`config.mk`:
```
export PLATFORM = sky130hd
export DESIGN_NAME = updown_sweep_ctrl_flat
export DESIGN_NICKNAME = d
export VERILOG_FILES = /design/src/rtl/updown_sweep_ctrl_if.sv /design/src/rtl/updown_sweep_ctrl.sv /design/src/flat_wrapper.sv
export SDC_FILE = /design/constraint.sdc
export NUM_CORES = 1
export LEC_CHECK = 0
export CORE_ASPECT_RATIO = 0.5
export CORE_MARGIN = 1.5
export CORE_UTILIZATION = 40
export DETAILED_ROUTE_END_ITERATION = 8
export PLACE_DENSITY = 0.68
export SLEW_MARGIN = 20
export SYNTH_ARGS = -nofsm -noshare
export SYNTH_HDL_FRONTEND = slang
export SYNTH_SLANG_ARGS = --single-unit
```
`constraint.sdc`:
```
create_clock -name clk -period 2.5 [get_ports clk]
set_clock_uncertainty 0.05 [all_clocks]
set_input_delay 0.375 -clock clk [delete_from_list [all_inputs] [get_ports clk]]
set_output_delay 0.375 -clock clk [all_outputs]
set_load 0.05 [all_outputs]
```
`src/rtl/updown_sweep_ctrl_if.sv`:
```
// Handshake and counter-control bundle shared by the sweep controller and its environment.
// The master side drives commands and the counter feedback; the slave side is the controller.
interface updown_sweep_ctrl_if #(
    parameter int WIDTH = 3,
    parameter int SWW   = 4
);
    logic             start;
    logic             abort;
    logic [WIDTH-1:0] lo;
    logic [WIDTH-1:0] hi;
    logic [SWW-1:0]   n_sweeps;
    logic [WIDTH-1:0] cnt_val;

    logic             cnt_load;
    logic [WIDTH-1:0] cnt_ld_val;
    logic             cnt_en;
    logic             cnt_up;
    logic             busy;
    logic             done;
    logic             err;
    logic [SWW-1:0]   sweeps_done;

    modport master (
        output start, abort, lo, hi, n_sweeps, cnt_val,
        input  cnt_load, cnt_ld_val, cnt_en, cnt_up, busy, done, err, sweeps_done
    );

    modport slave (
        input  start, abort, lo, hi, n_sweeps, cnt_val,
        output cnt_load, cnt_ld_val, cnt_en, cnt_up, busy, done, err, sweeps_done
    );
endinterface

```
`src/rtl/updown_sweep_ctrl.sv`:
```
// Sweeps an external up/down counter between latched low and high bounds for a programmed
// number of round trips, then parks it at the low bound and pulses done.
module updown_sweep_ctrl #(
    parameter int WIDTH = 3,
    parameter int SWW   = 4
) (
    input  logic                  clk,
    input  logic                  reset,
    updown_sweep_ctrl_if.slave    bus
);

    localparam logic [2:0] S_IDLE = 3'd0;
    localparam logic [2:0] S_LOAD = 3'd1;
    localparam logic [2:0] S_UP   = 3'd2;
    localparam logic [2:0] S_DOWN = 3'd3;
    localparam logic [2:0] S_DONE = 3'd4;

    logic [2:0]       state;
    logic [2:0]       state_nxt;
    logic [WIDTH-1:0] lo_r;
    logic [WIDTH-1:0] hi_r;
    logic [SWW-1:0]   n_r;
    logic [SWW-1:0]   sweeps_done_r;
    logic             err_r;

    logic             start_ok;
    logic             accept;
    logic             reject;
    logic             sweep_end;
    logic [SWW-1:0]   sweeps_inc;

    // A run needs a non-empty span and at least one sweep; this also keeps hi_r-1 and lo_r+1 from wrapping.
    assign start_ok   = (bus.lo < bus.hi) && (bus.n_sweeps != '0);
    assign sweeps_inc = sweeps_done_r + SWW'(1);

    // NOTE: every signal assigned here gets a default first, so no path leaves it unassigned and no latch is inferred.
    always_comb begin
        state_nxt = state;
        accept    = 1'b0;
        reject    = 1'b0;
        sweep_end = 1'b0;

        if (state != S_IDLE && bus.abort) begin
            state_nxt = S_IDLE;
        end else begin
            case (state)
                S_IDLE: begin
                    // Abort coinciding with start in IDLE suppresses both the load and the error pulse.
                    if (bus.start && !bus.abort) begin
                        if (start_ok) begin
                            accept    = 1'b1;
                            state_nxt = S_LOAD;
                        end else begin
                            reject    = 1'b1;
                        end
                    end
                end
                S_LOAD: state_nxt = S_UP;
                S_UP: begin
                    // The turn is decided one step early: the counter reaches hi on the same edge.
                    if (bus.cnt_val == hi_r - WIDTH'(1))
                        state_nxt = S_DOWN;
                end
                S_DOWN: begin
                    if (bus.cnt_val == lo_r + WIDTH'(1)) begin
                        sweep_end = 1'b1;
                        state_nxt = (sweeps_inc == n_r) ? S_DONE : S_UP;
                    end
                end
                S_DONE:  state_nxt = S_IDLE;
                default: state_nxt = S_IDLE;
            endcase
        end
    end

    // NOTE: state registers use non-blocking assignments so every register samples pre-edge values.
    always_ff @(posedge clk) begin
        if (reset) begin
            state         <= S_IDLE;
            lo_r          <= '0;
            hi_r          <= '0;
            n_r           <= '0;
            sweeps_done_r <= '0;
            err_r         <= 1'b0;
        end else begin
            state <= state_nxt;
            err_r <= reject;
            if (accept) begin
                lo_r          <= bus.lo;
                hi_r          <= bus.hi;
                n_r           <= bus.n_sweeps;
                sweeps_done_r <= '0;
            end else if (sweep_end) begin
                sweeps_done_r <= sweeps_inc;
            end
        end
    end

    // Moore decode: outputs depend on the registered state only.
    assign bus.cnt_load    = (state == S_LOAD);
    assign bus.cnt_en      = (state == S_UP) || (state == S_DOWN);
    assign bus.cnt_up      = (state == S_UP);
    assign bus.done        = (state == S_DONE);
    assign bus.busy        = (state != S_IDLE);
    assign bus.cnt_ld_val  = lo_r;
    assign bus.err         = err_r;
    assign bus.sweeps_done = sweeps_done_r;

    a_bounds_ordered: assert property (@(posedge clk) disable iff (reset)
        (state != S_IDLE) |-> (lo_r < hi_r));
    a_sweeps_capped: assert property (@(posedge clk) disable iff (reset)
        (state != S_IDLE) |-> (sweeps_done_r <= n_r));
    a_state_legal: assert property (@(posedge clk) disable iff (reset)
        state <= S_DONE);

endmodule

```
`src/flat_wrapper.sv`:
```
// flat-port wrapper written by rule: the top's interface ports become plain ports
module updown_sweep_ctrl_flat 
#(
    parameter int WIDTH = 3,
    parameter int SWW   = 4
)
  (clk, reset, bus_start, bus_abort, bus_lo, bus_hi, bus_n_sweeps, bus_cnt_val, bus_cnt_load, bus_cnt_ld_val, bus_cnt_en, bus_cnt_up, bus_busy, bus_done, bus_err, bus_sweeps_done);
  updown_sweep_ctrl_if #(.WIDTH(WIDTH), .SWW(SWW)) bus_i ();
  input  logic clk;
  input  logic reset;
  input wire logic [$bits(bus_i.start)-1:0] bus_start;
  input wire logic [$bits(bus_i.abort)-1:0] bus_abort;
  input wire logic [$bits(bus_i.lo)-1:0] bus_lo;
  input wire logic [$bits(bus_i.hi)-1:0] bus_hi;
  input wire logic [$bits(bus_i.n_sweeps)-1:0] bus_n_sweeps;
  input wire logic [$bits(bus_i.cnt_val)-1:0] bus_cnt_val;
  output wire logic [$bits(bus_i.cnt_load)-1:0] bus_cnt_load;
  output wire logic [$bits(bus_i.cnt_ld_val)-1:0] bus_cnt_ld_val;
  output wire logic [$bits(bus_i.cnt_en)-1:0] bus_cnt_en;
  output wire logic [$bits(bus_i.cnt_up)-1:0] bus_cnt_up;
  output wire logic [$bits(bus_i.busy)-1:0] bus_busy;
  output wire logic [$bits(bus_i.done)-1:0] bus_done;
  output wire logic [$bits(bus_i.err)-1:0] bus_err;
  output wire logic [$bits(bus_i.sweeps_done)-1:0] bus_sweeps_done;
  assign bus_i.start = bus_start;
  assign bus_i.abort = bus_abort;
  assign bus_i.lo = bus_lo;
  assign bus_i.hi = bus_hi;
  assign bus_i.n_sweeps = bus_n_sweeps;
  assign bus_i.cnt_val = bus_cnt_val;
  assign bus_cnt_load = bus_i.cnt_load;
  assign bus_cnt_ld_val = bus_i.cnt_ld_val;
  assign bus_cnt_en = bus_i.cnt_en;
  assign bus_cnt_up = bus_i.cnt_up;
  assign bus_busy = bus_i.busy;
  assign bus_done = bus_i.done;
  assign bus_err = bus_i.err;
  assign bus_sweeps_done = bus_i.sweeps_done;
  updown_sweep_ctrl #(.WIDTH(WIDTH), .SWW(SWW)) u_core (.clk(clk), .reset(reset), .bus(bus_i));
endmodule
```
# After elaboration in Yosys (flattened, before gate mapping)
# Index checks and enable logic that the tools add are counted.
# W data, S select, Z words.
dict set report word_totals {
  latch_bits 0
  ff_bits 18
  out_inout_bits 13
  input_bits 17
  mem_bits_ro 0
  wordCells 49
  memories 0
  ramBits 0
}
dict set report op_classes {
  div_mod_pow 0
  shifts 0
  addsub 3
  mul 0
  reduce_logical 12
  mux 14
  magnitude_cmp 1
  n_eq_ne 11
  bitwise 2
}
# op count
set ops {}
lappend ops {{$mux W3} 5}
lappend ops {{$pmux W3 S4} 1}
lappend ops {{$mux W1} 8}
lappend ops {{$ne A2 B1 Y1 const B} 4}
lappend ops {{$eq A3 B2 Y1 const B} 2}
lappend ops {{$eq A3 B3 Y1} 2}
lappend ops {{$add A4 B1 Y4 const B} 1}
lappend ops {{$eq A4 B4 Y1} 1}
lappend ops {{$reduce_and A4 Y1} 1}
lappend ops {{$reduce_bool A4 Y1} 1}
lappend ops {{$reduce_or A2 Y1} 2}
lappend ops {{$reduce_or A4 Y1} 1}
lappend ops {{$add A3 B1 Y3 const B} 1}
lappend ops {{$eq A3 B1 Y1 const B} 1}
lappend ops {{$eq A3 B3 Y1 const B} 1}
lappend ops {{$logic_and A1 B1 Y1} 3}
lappend ops {{$logic_not A3 Y1} 1}
lappend ops {{$lt A3 B3 Y1} 1}
lappend ops {{$reduce_bool A3 Y1} 1}
lappend ops {{$sub A3 B1 Y3 const B} 1}
lappend ops {{$not A1 Y1} 2}
lappend ops {{$logic_not A1 Y1} 1}
lappend ops {{$logic_or A1 B1 Y1} 1}

# Logic depth before layout (Yosys ltp)
# Gate-level depths: netlist (run 1).
dict set report depth {
  word_depth 7
  ltp_mapped 7
}

# Worst setup path after synthesis (run 1)
# No wires, ideal clock.
dict set report synth_timing {
  path_kind {flip-flop to flip-flop}
  start {register u_core.state[1]}
  end {register u_core.state[0]}
  setup_slack_ns -0.112
  stages_incl_launch_ff 5
  t_required_ns 2.359
  t_arrival_ns 2.471
  path_buffers 0
  cell_sequence {dfxtp_1 > nor2b_1 > nor2b_1 > nand4_1 > a311oi_1}
}
dict set report synth_between {
  elab_chain_cells 3
}
# element line
set synth_lines {}
lappend synth_lines {{start: declaration} updown_sweep_ctrl.sv:18} ;# logic [2:0] state;
lappend synth_lines {{start signal: assignment} updown_sweep_ctrl.sv:86} ;# state <= state_nxt;
lappend synth_lines {{$eq A3 B2 Y1 *} --}
lappend synth_lines {{via bus_cnt_up} flat_wrapper.sv:20} ;# output wire logic [$bits(bus_i.cnt_up)-1:0] bus_cnt_up;
lappend synth_lines {{$ne A2 B1 Y1 (no line)} --}
lappend synth_lines {{$reduce_and A4 Y1 (no line)} --}
# Mark *: on every way through the listed nets, which the timed path passes. The rest lies on a longest branch.
# A chain may end at the register's enable or synchronous reset.

# Final worst setup path (run 1)
dict set report layout_timing {
  start {register u_core.state[1]}
  end {output port bus_cnt_en}
}
dict set report layout_between {
  elab_chain_cells 2
}
# element line
set layout_lines {}
lappend layout_lines {{$eq A3 B2 Y1} updown_sweep_ctrl.sv:101} ;# assign bus.cnt_en = (state == S_UP) || (state == S_DOWN);
lappend layout_lines {{$logic_or A1 B1 Y1 *} updown_sweep_ctrl.sv:101}
lappend layout_lines {{end: declaration} flat_wrapper.sv:19} ;# output wire logic [$bits(bus_i.cnt_en)-1:0] bus_cnt_en;
# Every way passes the cells marked *; elsewhere a longest branch is shown, timed or not.

==> summary.txt, run 1 <==
Floorplanning
  – Initial Utilization: 0.421
  – Die height: 39.9 um
  – Die Wd: 76.8 um
  – Die area: 3070 sq um
  – Ports: 30
  – Core outline area: 2590 sq um
  – Row count: 13

Pwr
  – Lkg Pwr: 0.591 nW
  – Int Pwr: 0.511 mW
  – Comb pwr share: 0.206
  – NetSw: 0.168 mW
  – Sequential Power Share: 0.448
  – Clk pwr share: 0.346
  – Power Density: 454 nW/um^2
  – Switching portion of total power: 0.247
  – Worst VDD drop: 0.000221 V

STA
  – Final setup margin: 251 ps
  – FMAX: 445 MHz
  – Worst Max-Slew Pin Slew: 752 ps
  – Hold Vio Cnt, Final: 0
  – Rel. slew slack: 0.497
  – Fin Setup TNS: 0 ps
  – Hold WS: 443 ps
  – Slew Viols, Final: 0
  – Final period utilization: 0.899
  – Fin crit period: 2250 ps
  – RSZ-0062 raised after global routing: false
  – Endpoints failing setup: 0

Critical path
  – Critical Path Source: u_core.state[1]
  – Reg2reg start: u_core.bus.cnt_ld_val[0]
  – Crit path launch type: flip-flop
  – Flop-to-flop setup slack: 540 ps
  – Top cell family by delay on the critical path: buffers and inverters
  – CP required: 2080 ps
  – Setup CP Type: flip-flop to output port
  – CP max stage delay: 850 ps
  – Worst setup path end: bus_cnt_en
  – Critical path depth: 2
  – Crit path buffers/inverters: 1
  – Crit-path cells: nor2b_1 > clkdlybuf4s50_1
  – R2R depth: 5
  – CP max stage cell: clkdlybuf4s50_1
  – Worst setup EP type: output port
  – CP arrival: 1820 ps
  – RR Endpoint: u_core.bus.sweeps_done[2]
  – Crit-path max FO: 7

Global routing
  – Number of global-route vias before repair: 739
  – Tot GR Track Use: 0.152
  – Initial antenna violation count: 0
  – Largest net degree at the start of global routing: 29
  – GR Overflow Total: 0
  – First-pass GRT wire length: 3470 um

Route
  – First-pass DRT Iterations: 4
  – Via count: 871
  – Post-route ant nets: 0
  – DRC: 0
  – Vias per inst: 4.76
  – Initial drt markers: 50
  – Wire per inst: 11.8 um
  – Final wirelength: 2150 um

Clock tree
  – Htree depth: 1
  – Clock tree sinks: 18
  – Num CTS Buffers: 3
  – Post-CTS Setup Inserts: 0
  – Worst-Skew Late Latency: 250 ps
  – CTS clk-pin slew, worst paths: 70 ps
  – CTS tree: yes
  – Worst-case clock buffer depth: 2
  – Root Buffer: clkbuf_8

Min path
  – Worst hold path type: flip-flop to flip-flop

Logic synthesis
  – Synth warn: 0
  – Largest family of logic cells by synthesized area: simple AND/OR/NAND/NOR gates
  – Area leader, netlist: dfxtp_1
  – Synth Area in Simple Gates: 0.272
  – Syn_area_per_cell: 9.64 sq um
  – Post-synthesis adder-cell area fraction: 0.0574
  – Largest cells by area after synthesis: dfxtp_1, nand2b_1, mux2i_1, ha_1, xor2_1
  – Mux cell area share after synthesis: 0.101
  – Compound-gate portion of the synthesized area: 0.0597
  – Syn_nets: 135
  – Count of different cell masters after synthesis: 30
  – Netlist Area Pre-Place: 1090 sq um
  – Register area share after synthesis: 0.331
  – Seq cells post-synth: 18
  – Post-Synth XOR/XNOR Area: 0.130
  – Area share of the largest cell type after synthesis: 0.331
  – Cells after Synth: 113

Layout
  – Final nets: 169
  – Area of the multi-input gates: 678 sq um
  – Layout area overhead: 37.0%
  – Fillers: 218
  – Layout cells sized above 1: 0.0822
  – Diodes inserted: 0
  – FF+latch area: 360 sq um

Placed design
  – Routability cong.: 0.716
  – Port Buffers: 29
  – Hpwl dp: 1690 um
  – Pre-CTS WS: 33.2 ps

Run
  – MaxCap Viol Count: 0

Outcome
  – Status: complete, no violations
-- timing repair --
| action | 4_1_cts | 5_1_grt |
|---|---|---|
| endpoints found under the setup margin | 0 | 1 |
| gates resized for setup | 0 | 1 |
| hold buffers | 0 | 0 |
-- cell type report --
| class | count | area share |
|---|---|---|
| Tap cell | 37 | 0.0310 |
| Inverter | 6 | 0.0151 |
| Multi-Input combinational cell | 84 | 0.454 |
| Clock buffer | 4 | 0.0369 |
| Timing Repair Buffer | 34 | 0.221 |
| Sequential cell | 18 | 0.241 |
-- stage by stage --
stage	total power, mW	instances	instance area (sq um)	util
after floorplan	0.393	113	1090	-
after CTS	0.682	183	1490	0.576
final	0.678	183	1490	0.577
after global placement	0.449	179	1440	0.555
after detailed placement	0.450	179	1440	0.555
after global routing	0.710	183	1490	0.577
-- sequential cells by signal (all words and copies together), names as in the netlist --
name and flops:
u_core.hi_r 3, u_core.state 3, u_core.n_r 4, u_core.bus.err 1
u_core.bus.sweeps_done 4, u_core.bus.cnt_ld_val 3
-- logic make-up after synthesis --
| group | Yosys count |
|---|---|
| multiplexers | 11 |
| flip-flops | 18 |
| XOR/XNOR | 13 |
| AO/OA/AOI/OAI | 9 |
| buffers and inverters | 11 |
| AND/OR/NAND/NOR | 46 |
| adder cells (fa/ha/maj) | 5 |
-- worst reg2reg max path: cells and delay by family, from the launching register on --
family                   cells  cell delay, ps
AO/OA/AOI/OAI                1             220
XOR/XNOR                     1             250
adder cells (fa/ha/maj)      1             260
flip-flops                   1             400
AND/OR/NAND/NOR              2             690
-- cells in the final DEF (no fill, tap or decap), types with 2 or more instances in the layout --
master,count
nor4_1,2
or2b_1,2
or3_1,2
nor3b_1,2
clkbuf_8,4
nand3_1,5
a211oi_1,2
dfxtp_1,18
clkdlybuf4s50_1,28
o21ai_0,3
ha_1,5
nor3_1,5
nand4_1,2
mux2i_1,11
xnor3_1,2
xnor2_1,4
nand2b_1,18
xor2_1,7
nand2_1,2
buf_4,5
inv_1,6
-- layer usage --
metal  GRT usage  vias to the layer above  wire length, um
met5           0                        -                0
met1       0.225                      390             1210
met4      0.0139                        0                0
met3      0.0488                        0              101
met2       0.217                       22              841
li1            -                      459                -
-- Yosys cell counts --
master     n
o21ai_0    3
or2b_1     2
o21a_1     1
nor4b_1    1
a31oi_1    1
or3b_1     1
clkbuf_2   1
xnor3_1    2
a211oi_1   2
nand2_1    2
xnor2_1    4
inv_1      6
a211oi_2   1
mux2i_1   11
clkbuf_1   3
a311oi_1   1
dfxtp_1   18
xor2_1     7
buf_8      1
nor4bb_1   1
nor3b_4    1
nand2b_1  18
nand3_1    5
nor3_1     5
or3_1      2
nor4_1     2
ha_1       5
nor2b_1    2
nand4_1    2
nor3b_1    2
-- worst min path at each step --
stage                        start               to  slack [ps]  cells past startpoint
floorplan                bus_abort  u_core.state[0]         400                      1
global placement    u_core.hi_r[1]   u_core.hi_r[1]         410                      2
detailed placement  u_core.hi_r[1]   u_core.hi_r[1]         430                      2
CTS                 u_core.hi_r[1]   u_core.hi_r[1]         450                      2
global route         u_core.n_r[0]    u_core.n_r[0]         460                      2
finish              u_core.hi_r[1]   u_core.hi_r[1]         440                      2
-- power groups by stage --
stage	clock network, mW	logic (mW)	registers, mW
final	0.234	0.140	0.304
after global routing	0.253	0.152	0.305
after CTS	0.238	0.141	0.304
after detailed placement	0	0.140	0.310
after global placement	0	0.139	0.310
after floorplan	0	0.0768	0.317
Power figures use the tool's default switching activity.
==> run 2: changes to the inputs <==
Settings changed: SETUP_SLACK_MARGIN set to 0.4.
==> run 2 against run 1 <==
Sequential power barely moved. Critical endpoint is now u_core.bus.cnt_ld_val[2]. Die area did not move. Sequential cell count unchanged. Routed wire length up 2.6%. Critical path depth increased by 5. First-iteration DRC count down 2.0%. Highest routed layer is now met4. Clock power up 2%. Global-route usage grew 0.14 points.
==> summary.txt, run 2 (same netlist as run 1, synthesis figures left out) <==
STA
  – Endpoints failing setup: 0 (unchanged)
  – Slew Viols, Final: 0 (unchanged)
  – Final period utilization: 0.810 (was 0.899)
  – Fin crit period: 2020 ps (was 2250 ps)
  – RSZ-0062 raised after global routing: true (was false)
  – Worst Max-Slew Pin Slew: 712 ps (was 752 ps)
  – Hold Vio Cnt, Final: 0 (unchanged)
  – Fin Setup TNS: 0 ps (unchanged)
  – Hold WS: 367 ps (was 443 ps)
  – FMAX: 494 MHz (was 445 MHz)
  – Rel. slew slack: 0.524 (was 0.497)

Floorplanning
  – Die Wd: 76.8 um (unchanged)
  – Core outline area: 2590 sq um (unchanged)
  – Die height: 39.9 um (unchanged)
  – Initial Utilization: 0.421 (unchanged)
  – Ports: 30 (unchanged)
  – Die area: 3070 sq um (unchanged)
  – Row count: 13 (unchanged)

Pwr
  – Worst VDD drop: 0.000201 V (was 0.000221 V)
  – Power Total: 0.683 mW (was 0.678 mW)
  – Lkg Pwr: 0.609 nW (was 0.591 nW)
  – Power Density: 455 nW/um^2 (was 454 nW/um^2)

Route
  – First-pass DRT Iterations: 4 (unchanged)
  – Via count: 890 (was 871)
  – Final wirelength: 2210 um (was 2150 um)
  – Post-route ant nets: 0 (unchanged)
  – DRC: 0 (unchanged)
  – Wire per inst: 12.0 um (was 11.8 um)
  – Initial drt markers: 49 (was 50)
  – Vias per inst: 4.84 (was 4.76)

Global routing
  – Met1 Use GR: 0.207 (was 0.225)
  – First-pass GRT wire length: 3460 um (was 3470 um)
  – Number of global-route vias before repair: 771 (was 739)
  – Initial antenna violation count: 0 (unchanged)
  – GRT busiest layer: met2 (was met1)
  – Largest net degree at the start of global routing: 29 (unchanged)
  – Met3 GRT Util: 0.0488 (unchanged)
  – GR Overflow Total: 0 (unchanged)
  – Tot GR Track Use: 0.153 (was 0.152)
  – Met2 Use GR: 0.239 (was 0.217)

Critical path
  – CP required: 2630 ps (was 2080 ps)
  – Crit-path cells: clkdlybuf4s50_1 > ha_1 > o21a_1 > a211oi_2 > nor3b_4 > buf_6 > mux2i_1 (was nor2b_1 > clkdlybuf4s50_1)
  – RR Endpoint: u_core.bus.sweeps_done[3] (was u_core.bus.sweeps_done[2])
  – Critical Path Source: bus_lo[2] (was u_core.state[1])
  – Worst setup EP type: flip-flop (was output port)
  – Crit-path max FO: 7 (unchanged)
  – R2R depth: 5 (unchanged)
  – CP max stage delay: 500 ps (was 850 ps)
  – Flop-to-flop setup slack: 540 ps (about the same)
  – Setup CP Type: input port to flip-flop (was flip-flop to output port)
  – CP arrival: 2160 ps (was 1820 ps)
  – CP max stage cell: clkdlybuf4s50_1 (unchanged)
  – Reg2reg start: u_core.bus.cnt_ld_val[0] (unchanged)
  – Crit path launch type: input port (was flip-flop)

Layout
  – Fillers: 235 (was 218)
  – Design area: 1500 sq um (was 1490 sq um)
  – Most common cell after layout, fill and taps aside: clkdlybuf4s50_1 (unchanged)
  – Final nets: 170 (was 169)
  – Most frequent cells in the layout: clkdlybuf4s50_1, nand2b_1, dfxtp_1, mux2i_1, xor2_1 (unchanged)
  – Layout cells sized above 1: 0.109 (was 0.0822)
  – Layout area overhead: 37.7% (was 37.0%)
  – Diodes inserted: 0 (unchanged)

Run
  – MaxCap Viol Count: 0 (unchanged)

Clock tree
  – Num CTS Buffers: 3 (unchanged)
  – CTS clk-pin slew, worst paths: 70 ps (about the same)
  – Root Buffer: clkbuf_8 (unchanged)
  – Clock tree sinks: 18 (unchanged)
  – Worst-Skew Late Latency: 260 ps (was 250 ps)
  – CTS tree: yes (unchanged)
  – Worst-case clock buffer depth: 2 (unchanged)
  – Htree depth: 1 (unchanged)

Placed design
  – Placed Area: 1440 sq um (about the same)
  – Hpwl dp: 1740 um (was 1690 um)
  – Port Buffers: 29 (unchanged)
  – Routability cong.: 0.717 (was 0.716)

Min path
  – Worst Hold Depth: 3 (was 2)
  – Worst hold endpoint: u_core.hi_r[2] (was u_core.hi_r[1])
  – Hold path startpoint: bus_hi[2] (was u_core.hi_r[1])
  – Worst hold path type: input port to flip-flop (was flip-flop to flip-flop)

Outcome
  – Status: complete, no violations (unchanged)
-- run 2: final cells by class --
type                            instances  area (sq um)  share of cell area
Clock buffer                            4          55.1              0.0367
Inverter                                6          22.5              0.0150
Multi-Input combinational cell         84           683               0.455
Sequential cell                        18           360               0.240
Tap cell                               37          46.3              0.0309
Timing Repair Buffer                   35           333               0.222
-- run 2: metrics by stage --
step | worst slack (ps) | utilization | std cells
floorplan | 426 | - | 113
global placement | 118 | 0.556 | 179
detailed placement | 40.6 | 0.556 | 179
CTS | 420 | 0.579 | 184
global route | 388 | 0.580 | 184
finish | 476 | 0.580 | 184
-- run 2: per-layer routing --
metal / vias up / share of wire
met1: 405 / 0.52
met4: 0 / 0.0059
li1: 462 / -
met5: - / 0
met2: 20 / 0.43
met3: 3 / 0.041
-- run 2: critical path: cells and delay by family --
kind | cells | cell delay (ps)
adders and majority gates | 1 | 240
AOI/OAI and AO/OA | 2 | 380
buffers and inverters | 2 | 670
and+or+nand+nor | 1 | 300
muxes | 1 | 190
-- run 2: worst max path at each step --
stage,endpoint,slack (ps)
after detailed placement,u_core.n_r[3],40
after global placement,u_core.bus.cnt_ld_val[2],120
after global routing,u_core.n_r[1],390
after CTS,bus_cnt_up,420
after floorplan,u_core.bus.sweeps_done[3],430
final,u_core.bus.cnt_ld_val[2],480
-- run 2: what timing repair did --
action | in CTS | in global routing
buffers inserted | 1 | 0
gates resized for setup | 9 | 4
endpoints found under the setup margin | 19 | 2
hold buffers | 0 | 0
endpoints found under the hold margin | 0 | 0
pin swaps | 2 | 1
-- run 2: power breakdown --
group	internal (mW)	switching (mW)
clock	0.140	0.0977
combinational	0.0760	0.0654
sequential	0.296	0.00808
